===== src/rtl/mux_nx1_rr_stream.sv =====
// -----------------------------------------------------------------------------
// mux_nx1_rr_stream
//
// N-channel, DATA_W-bit streaming multiplexer with a registered output.
// Channels are selected either by an external index (fixed mode) or by a
// round-robin arbiter whose pointer advances past each served channel.
// The output register accepts a new word whenever it is empty or being
// drained, so a continuously ready consumer sees one word per cycle.
//
// Ports
//   clk        rising-edge clock
//   rst        synchronous, active-high reset
//   mode       0 = round-robin arbitration, 1 = fixed select
//   sel        channel index used in fixed mode (>= NUM_CH grants nothing)
//   in_data    packed channel data, channel k at [k*DATA_W +: DATA_W]
//   in_valid   per-channel valid
//   in_ready   per-channel ready, one-hot or zero
//   out_data   registered selected word
//   out_ch     channel index of out_data
//   out_valid  out_data/out_ch hold a word
//   out_ready  consumer accepts the word
// -----------------------------------------------------------------------------
module mux_nx1_rr_stream #(
  parameter int NUM_CH = 8,
  parameter int DATA_W = 8,
  parameter int SEL_W  = $clog2(NUM_CH)
) (
  input  logic                     clk,
  input  logic                     rst,
  input  logic                     mode,
  input  logic [SEL_W-1:0]         sel,
  input  logic [NUM_CH*DATA_W-1:0] in_data,
  input  logic [NUM_CH-1:0]        in_valid,
  output logic [NUM_CH-1:0]        in_ready,
  output logic [DATA_W-1:0]        out_data,
  output logic [SEL_W-1:0]         out_ch,
  output logic                     out_valid,
  input  logic                     out_ready
);

  // Vectors indexed by a SEL_W-bit channel number are padded to the full
  // index range so a non-power-of-two NUM_CH never indexes past the end.
  localparam int PAD_W = 1 << SEL_W;

  logic [SEL_W-1:0]  rr_ptr;

  logic              load_en_p0;
  logic              grant_vld_p0;
  logic [SEL_W-1:0]  grant_ch_p0;
  logic              sel_in_range_p0;
  logic [PAD_W-1:0]  valid_pad_p0;
  logic [PAD_W-1:0]  ready_pad_p0;
  logic [NUM_CH-1:0] rot_valid_p0;
  logic              rr_found_p0;
  logic [SEL_W-1:0]  rr_off_p0;
  logic [SEL_W:0]    rr_sum_p0;
  logic [DATA_W-1:0] ch_data_p0 [PAD_W];

  // Channel after ch, wrapping NUM_CH-1 back to 0.
  function automatic logic [SEL_W-1:0] wrap_inc(input logic [SEL_W-1:0] ch);
    if (ch == SEL_W'(NUM_CH - 1)) begin
      return '0;
    end
    return ch + 1'b1;
  endfunction

  // Unpack the channel words; unused padding entries read as zero.
  for (genvar k = 0; k < PAD_W; k++) begin : g_unpack
    if (k < NUM_CH) begin : g_real
      assign ch_data_p0[k] = in_data[k*DATA_W +: DATA_W];
    end else begin : g_pad
      assign ch_data_p0[k] = '0;
    end
  end

  // ---- stage p0: combinational grant from current inputs and rr_ptr ----
  assign load_en_p0      = !out_valid || out_ready;
  assign valid_pad_p0    = PAD_W'(in_valid);
  assign sel_in_range_p0 = {1'b0, sel} < (SEL_W+1)'(NUM_CH);

  // Rotating the doubled valid vector puts the channel at rr_ptr in bit 0,
  // so the lowest set bit is the first valid channel in round-robin order.
  assign rot_valid_p0 = NUM_CH'({in_valid, in_valid} >> rr_ptr);

  always_comb begin
    rr_found_p0 = 1'b0;
    rr_off_p0   = '0;
    // Scan from the top so the lowest offset is the one left standing.
    for (int i = NUM_CH - 1; i >= 0; i--) begin
      if (rot_valid_p0[i]) begin
        rr_found_p0 = 1'b1;
        rr_off_p0   = SEL_W'(i);
      end
    end
  end

  assign rr_sum_p0 = {1'b0, rr_ptr} + {1'b0, rr_off_p0};

  always_comb begin
    grant_vld_p0 = 1'b0;
    grant_ch_p0  = '0;
    if (mode) begin
      if (sel_in_range_p0 && valid_pad_p0[sel]) begin
        grant_vld_p0 = 1'b1;
        grant_ch_p0  = sel;
      end
    end else if (rr_found_p0) begin
      grant_vld_p0 = 1'b1;
      grant_ch_p0  = (rr_sum_p0 >= (SEL_W+1)'(NUM_CH))
                   ? SEL_W'(rr_sum_p0 - (SEL_W+1)'(NUM_CH))
                   : SEL_W'(rr_sum_p0);
    end
  end

  // Ready only to the granted channel, and only when the output register
  // can take the word; nothing is accepted while reset is asserted.
  always_comb begin
    ready_pad_p0 = '0;
    if (!rst && load_en_p0 && grant_vld_p0) begin
      ready_pad_p0[grant_ch_p0] = 1'b1;
    end
  end

  assign in_ready = ready_pad_p0[NUM_CH-1:0];

  // ---- stage p1: output register and round-robin pointer ----
  always_ff @(posedge clk) begin
    if (rst) begin
      out_valid <= 1'b0;
      out_data  <= '0;
      out_ch    <= '0;
      rr_ptr    <= '0;
    end else if (load_en_p0) begin
      if (grant_vld_p0) begin
        out_valid <= 1'b1;
        out_data  <= ch_data_p0[grant_ch_p0];
        out_ch    <= grant_ch_p0;
        if (!mode) begin
          rr_ptr <= wrap_inc(grant_ch_p0);
        end
      end else begin
        // Drain: the word is gone but data/channel keep their last value.
        out_valid <= 1'b0;
      end
    end
  end

endmodule


===== config.mk =====
export PLATFORM = sky130hd
export DESIGN_NAME = mux_nx1_rr_stream
export DESIGN_NICKNAME = d
export VERILOG_FILES = /design/src/rtl/mux_nx1_rr_stream.sv
export SDC_FILE = /design/constraint.sdc
export NUM_CORES = 1
export LEC_CHECK = 0
export CAP_MARGIN = 20
export CORE_ASPECT_RATIO = 1.1
export CORE_MARGIN = 3
export CORE_UTILIZATION = 45
export CTS_CLUSTER_DIAMETER = 30
export CTS_CLUSTER_SIZE = 24
export DETAILED_ROUTE_END_ITERATION = 16
export GPL_TIMING_DRIVEN = 0
export PLACE_DENSITY = 0.88
export SLEW_MARGIN = 20
export SYNTH_ARGS = -nofsm -noshare
export SYNTH_HDL_FRONTEND = slang
export SYNTH_SLANG_ARGS = --single-unit
export TNS_END_PERCENT = 10

===== constraint.sdc =====
create_clock -name clk -period 10.2 [get_ports clk]
set_input_delay 2.04 -clock clk [delete_from_list [all_inputs] [get_ports clk]]
set_output_delay 2.04 -clock clk [all_outputs]
set_load 0.005 [all_outputs]

==> metrics.txt, run 1 <==
outcome=finished clean; H-tree Lvls=1; critical path fanouts, max=10; Placed Instance Area=0.00304 mm^2; Comb pwr share=70.3%; Clock transition at path regs=60 ps; Psw=0.000182 W; clk buf depth=2; # port buffers=97; area of the core=0.00411 mm^2; post-layout util=75.1%; die height=76.0 um; register area share after synthesis=15.0%; Final TNS setup=0 ps; # nets final=444; Power Density=138 mW/mm^2; Yosys top cell by area=mux2i_1; internal power consumption=0.000246 W; post-route ant nets=0; Clock Power Share=11.4%; share of the synthesized area in the top cell type=17.0%; RePlAce Congestion=0.863; share of cells above drive strength 1=11.4%; EDFF count, synth=0; vias post-DR=2389; synth top area cells=mux2i_1, dfxtp_1, nand2_1; top cells by count, synth=nand2_1, mux2i_1, nor2_1; number of fill cells=331; TritonCTS clock tree=done; crit-path max cell delay=580 ps; Post-Route WL=6640 um; initial antenna violation count=0; Min-Delay Path Class=reg2reg; Syn Nets=342; chip width=69.7 um; DP HPWL=5440 um; effective utilization at floorplan=48.8%; Post-Syn Area per Cell=7.72 um^2; fin crit period=8470 ps; post-synthesis register bit count=15; vias per cell=5.78; Setup violations, final=0; CP Capture Type=output pin; Final Cycle Share=83.1%; Detailed Routing Iterations Pass 1=4; CP arrival=6430 ps; cts repair resizes=0; RSZ-0062 raised after global routing=no; actual slew at the worst max-slew pin=701 ps; worst skew pair latency=250 ps; DP Worst Slack=1780 ps; total track usage=25.3%; vias in the first global route=2456; VDD IR max=0.0000647 V; Lkg Pwr=1.27 nW; share of power burned in registers=18.4%; die area=0.00530 mm^2; root buffer cell=clkbuf_8; Syn Inst Count=260; Setup CP Type=in2out; Max Cap Viol=0; P&R area growth vs syn=53.9%; WP data required=8160 ps; row count=24; Worst Skew=1.19 ps; slew margin rel.=52.9%; Final Instance Area=0.00309 mm^2; Pins Over Slew Limit=0; final worst slack=1730 ps; Post-route DRC=0; drt wl/cell=16.1 um; clock sink total=15; asr flop ratio synth=0%; crit path launch type=input port; synth unique cells=54; initial detailed-routing violation count=122; slowest CP cell=clkdlybuf4s50_1; Post-CTS Hold Fix Bufs=0; largest net degree at the start of global routing=11; most frequent cell after synthesis=nand2_1; FMAX=118 MHz; global-route wire length before repair=11400 um; Post-Syn Area=0.00201 mm^2; ys flop type=dfxtp_1; post-CTS setup buffer count=0; number of antenna diodes=0; # IOs=99; Ys Warns=0; crit-path cells=clkdlybuf4s50_1, mux2_2, or2_2, o21a_1, nand2_1, a21boi_0, o21ai_0, a211oi_1, a31o_2, ha_1, fa_1, nand2b_1, o22ai_1, buf_2, buf_4, nand2b_1, nor4b_1, clkdlybuf4s50_1; switching portion of total power=42.6%; clock buffer count from CTS=3; endpoints failing hold=0; GRT overflow=0
power by group through the flow:
| stage | clock network, W | registers [W] | logic [W] |
|---|---|---|---|
| floorplan | 0 | 0.0000794 | 0.000197 |
| global placement | 0 | 0.0000791 | 0.000293 |
| detailed placement | 0 | 0.0000797 | 0.000298 |
| CTS | 0.0000488 | 0.0000785 | 0.000299 |
| global route | 0.0000519 | 0.0000802 | 0.000330 |
| finish | 0.0000487 | 0.0000785 | 0.000300 |
metal layers:
layer | up-vias | track usage [%] | part of all wire (%)
met2 | 122 | 45.8 | 50
li1 | 1177 | - | -
met4 | 0 | 7.66 | 1.9
met5 | - | 0 | 0
met3 | 18 | 8.44 | 11
met1 | 1072 | 27.7 | 38
worst paths after layout:
| path | start | depth (start not counted) | slack [ps] | endpoint |
|---|---|---|---|---|
| max reg2reg | rr_ptr[1]$_SDFFE_PP0P_ | 18 | 6110 | out_data[3]$_SDFFE_PP0P_ |
| min reg2reg | out_ch[0]$_SDFFE_PP0P_ | 2 | 510 | out_ch[0]$_SDFFE_PP0P_ |
| max | in_valid[2] | 18 | 1730 | in_ready[1] |
| min | out_ch[0]$_SDFFE_PP0P_ | 2 | 510 | out_ch[0]$_SDFFE_PP0P_ |
logic make-up (layout without fill, tap and decap cells):
| kind of cell | count (synthesis) | count (layout) | share of synthesized area (%) |
|---|---|---|---|
| compound gates | 65 | 65 | 24.8 |
| xor+xnor | 1 | 1 | 0.436 |
| fa+ha+maj | 3 | 3 | 2.24 |
| buf+inv | 21 | 122 | 6.05 |
| flops | 15 | 15 | 15.0 |
| mux | 44 | 44 | 23.7 |
| simple gates | 111 | 111 | 27.8 |
metrics by stage:
stage | power (W) | hold WS, ps | std cells
after CTS | 0.000427 | 513 | 413
after global routing | 0.000462 | 558 | 413
after detailed placement | 0.000377 | 495 | 409
after global placement | 0.000372 | 488 | 409
final | 0.000428 | 512 | 413
after floorplan | 0.000276 | 479 | 260
state kept, by name, indices dropped and copies added, names as in the netlist:
| name | cells |
|---|---|
| out_data | 8 |
| rr_ptr | 3 |
| out_valid | 1 |
| out_ch | 3 |
layout make-up:
class	count	area, um^2	share of cell area, %
clock buffers	3	41.3	1.34
repair buffers	97	971	31.4
multi-input cells	224	1590	51.3
plain buffers	19	114	3.69
flip-flops and latches	15	300	9.72
clock inverters	1	5.00	0.162
well taps	52	65.1	2.11
inverters	2	7.51	0.243
worst max-delay path, delay by kind of cell:
family                   cells  cell delay, ps
AND/OR/NAND/NOR              5            1060
multiplexers                 1             370
buffers and inverters        4            1560
adder cells (fa/ha/maj)      2             620
AO/OA/AOI/OAI                6             770
layout by cell type (no fill, tap or decap), types with 3 or more instances in the layout:
master	Yosys	final
nor2b_1	3	3
nor4_1	3	3
nand2_1	35	35
o21ai_0	14	14
a211o_1	3	3
buf_4	3	3
clkbuf_8	0	3
nand3_1	10	10
a21o_1	4	4
nor2_1	29	29
mux2i_1	34	34
clkdlybuf4s50_1	0	97
mux2_2	8	8
nor3_1	7	7
a31oi_1	5	5
a211oi_1	3	3
clkbuf_1	6	6
nand2b_1	7	7
o2111ai_1	4	4
a21oi_1	9	9
buf_6	3	3
o211a_1	3	3
buf_2	7	7
a311oi_2	3	3
a41oi_1	3	3
dfxtp_1	15	15
(Power assumes the default switching activity.)
==> run 2, diff against run 1 <==
- CORE_UTILIZATION: 45 -> 37
- PLACE_DENSITY: 0.88 -> 0.77
- clock period: 10.2 -> 7.48 ns (I/O delays scaled with it)
==> run 2 against run 1 <==
Flip-flop and latch count stayed put; sequential power increased by 36%; hold slack got worse by 7.8 ps; power grew 37%; non-clock buffer count is the same; combinational power rose by 37%; worst setup slack worse by 1500 ps; count of clock-buffer cells in the layout rose by 1; global-route usage down 5.1 points; cell count rose by 4.8%.
==> metrics.txt, run 2 (synthesis gave the netlist of run 1 again) <==
outcome=finished clean; Setup violations, final=0 (unchanged); Setup CP Type=in2out; final worst slack=253 ps (-1470 ps); worst skew pair latency=250 ps (about the same); Min-Delay Path Class=reg2reg; Final Instance Area=0.00312 mm^2 (+1.1%); critical path fanouts, max=10 (unchanged); TritonCTS clock tree=done; Final Cycle Share=96.6%; P&R area growth vs syn=55.6%; fin crit period=7230 ps; clock buffer count from CTS=3 (unchanged); CP arrival=5730 ps (-700 ps); area of the core=0.00513 mm^2 (+25%); drt wl/cell=15.0 um (-6.9%); slew margin rel.=59.3% (+6.5 points); vias per cell=5.45 (-5.7%); DP Worst Slack=212 ps (-1570 ps); Power Density=187 mW/mm^2 (+35%); post-route ant nets=0 (unchanged); root buffer cell=clkbuf_8; hold_sp=out_ch[0]$_SDFFE_PP0P_; total track usage=20.2% (-5.1 points); # nets final=444 (unchanged); CP Capture Type=output pin; vias in the first global route=2385 (-2.9%); effective utilization at floorplan=39.1% (-9.7 points); number of antenna diodes=0 (unchanged); GRT overflow=0 (unchanged); Post-route DRC=0 (unchanged); Post-Route WL=6490 um (-2.3%); die area=0.00634 mm^2 (+20%); actual slew at the worst max-slew pin=605 ps (-96.4 ps); Worst Skew=2.78 ps (+1.59 ps); FMAX=138 MHz; Clock transition at path regs=60 ps (about the same); most common cell after layout, fill and taps aside=clkdlybuf4s50_1; global-route wire length before repair=10800 um (-5.5%); # port buffers=97 (unchanged); Placed Instance Area=0.00307 mm^2 (+0.82%); # IOs=99 (unchanged); VDD IR max=0.0000904 V (+40%); WP data required=5980 ps (-2180 ps); Max Cap Viol=0 (unchanged); clk buf depth=2 (unchanged); clock sink total=15 (unchanged); crit path launch type=input port; commonest non-fill, non-tap cells in the layout=clkdlybuf4s50_1, nand2_1, mux2i_1; Final TNS setup=0 ps (unchanged); share of cells above drive strength 1=11.6% (+0.28 points); initial detailed-routing violation count=123 (+0.82%); largest net degree at the start of global routing=11 (unchanged); non-filler cells, final=433 (+4.8%); initial antenna violation count=0 (unchanged); max reg flops=8 (unchanged); RSZ-0062 raised after global routing=no; DP HPWL=5270 um (-3.1%); Cell Count Post-Placement=429 (+4.9%); vias post-DR=2361 (-1.2%); Detailed Routing Iterations Pass 1=5 (+1); FF-to-FF Start=rr_ptr[1]$_SDFFE_PP0P_; H-tree Lvls=1 (unchanged); chip width=76.2 um (+9.4%); RePlAce Congestion=0.913 (+5.8%); die height=83.2 um (+9.5%); Post-CTS Hold Fix Bufs=0 (unchanged); Pins Over Slew Limit=0 (unchanged); endpoints failing hold=0 (unchanged); Lkg Pwr=1.28 nW (+0.72%); register with the most flip-flops=out_data; crit path launch=in_valid[0]; row count=27 (+13%); Largest regs=out_data x8, out_ch x3, rr_ptr x3
run 2: cell types whose count changed in the layout (fill, tap and decap cells not counted):
cell,change
clkinv_2,-1
clkbuf_1,+1
and2_1,-1
nor4b_2,+1
dlymetal6s2s_1,+1
and2_2,+1
nor4b_1,-1
clkdlybuf4s50_1,-1
run 2: metrics by stage:
step	total power, W	hold slack, ps	utilization [%]
finish	0.000585	504	60.8
global route	0.000633	563	60.8
CTS	0.000583	517	60.6
detailed placement	0.000514	501	59.7
global placement	0.000511	494	59.7
floorplan	0.000376	479	-
run 2: critical path, stage by stage:
cell and delay [ps]:
clkdlybuf4s50_1 520, mux2_2 350, or2_2 330, o21a_1 140, nand2_1 50, a21boi_0 70
o21ai_0 160, a211oi_1 90, a31o_2 230, ha_1 190, fa_1 440, nand2b_1 110
o22ai_1 80, buf_2 210, buf_4 210, nand2b_1 220, nor4b_2 290, clkdlybuf4s50_1 540
run 2: cell type report:
| class | instances | area, um^2 |
|---|---|---|
| clock buffers | 4 | 45.0 |
| repair buffers | 97 | 973 |
| flip-flops and latches | 15 | 300 |
| fillers | 479 | 2010 |
| inverters | 2 | 7.51 |
| multi-input cells | 224 | 1590 |
| well taps | 72 | 90.1 |
| plain buffers | 19 | 114 |
run 2: layer usage:
metal | vias up | wire (um) | track usage [%]
li1 | 1176 | - | -
met1 | 1080 | 2800 | 24.2
met2 | 98 | 2980 | 33.9
met3 | 7 | 605 | 6.62
met4 | 0 | 94 | 6.43
met5 | - | 0 | 0
run 2: repair_timing:
action / 4_1_cts / 5_1_grt
resized for setup: 0 / 3
buffers inserted: 0 / 0
endpoints found under the setup margin: 0 / 3
run 2: where the power goes:
part,internal (W),switching [W],total (W)
combinational,0.000203,0.000207,0.000410
sequential,0.0000962,0.0000110,0.000107
clock,0.0000378,0.0000300,0.0000678
total,0.000337,0.000248,0.000585
run 2: path summary, 6_finish.rpt:
kind / slack [ps] / cells after the start / endpoint
max: 250 / 18 / in_ready[1]
min: 500 / 2 / out_ch[0]$_SDFFE_PP0P_
max reg2reg: 3400 / 18 / out_data[1]$_SDFFE_PP0P_
min reg2reg: 500 / 2 / out_ch[0]$_SDFFE_PP0P_
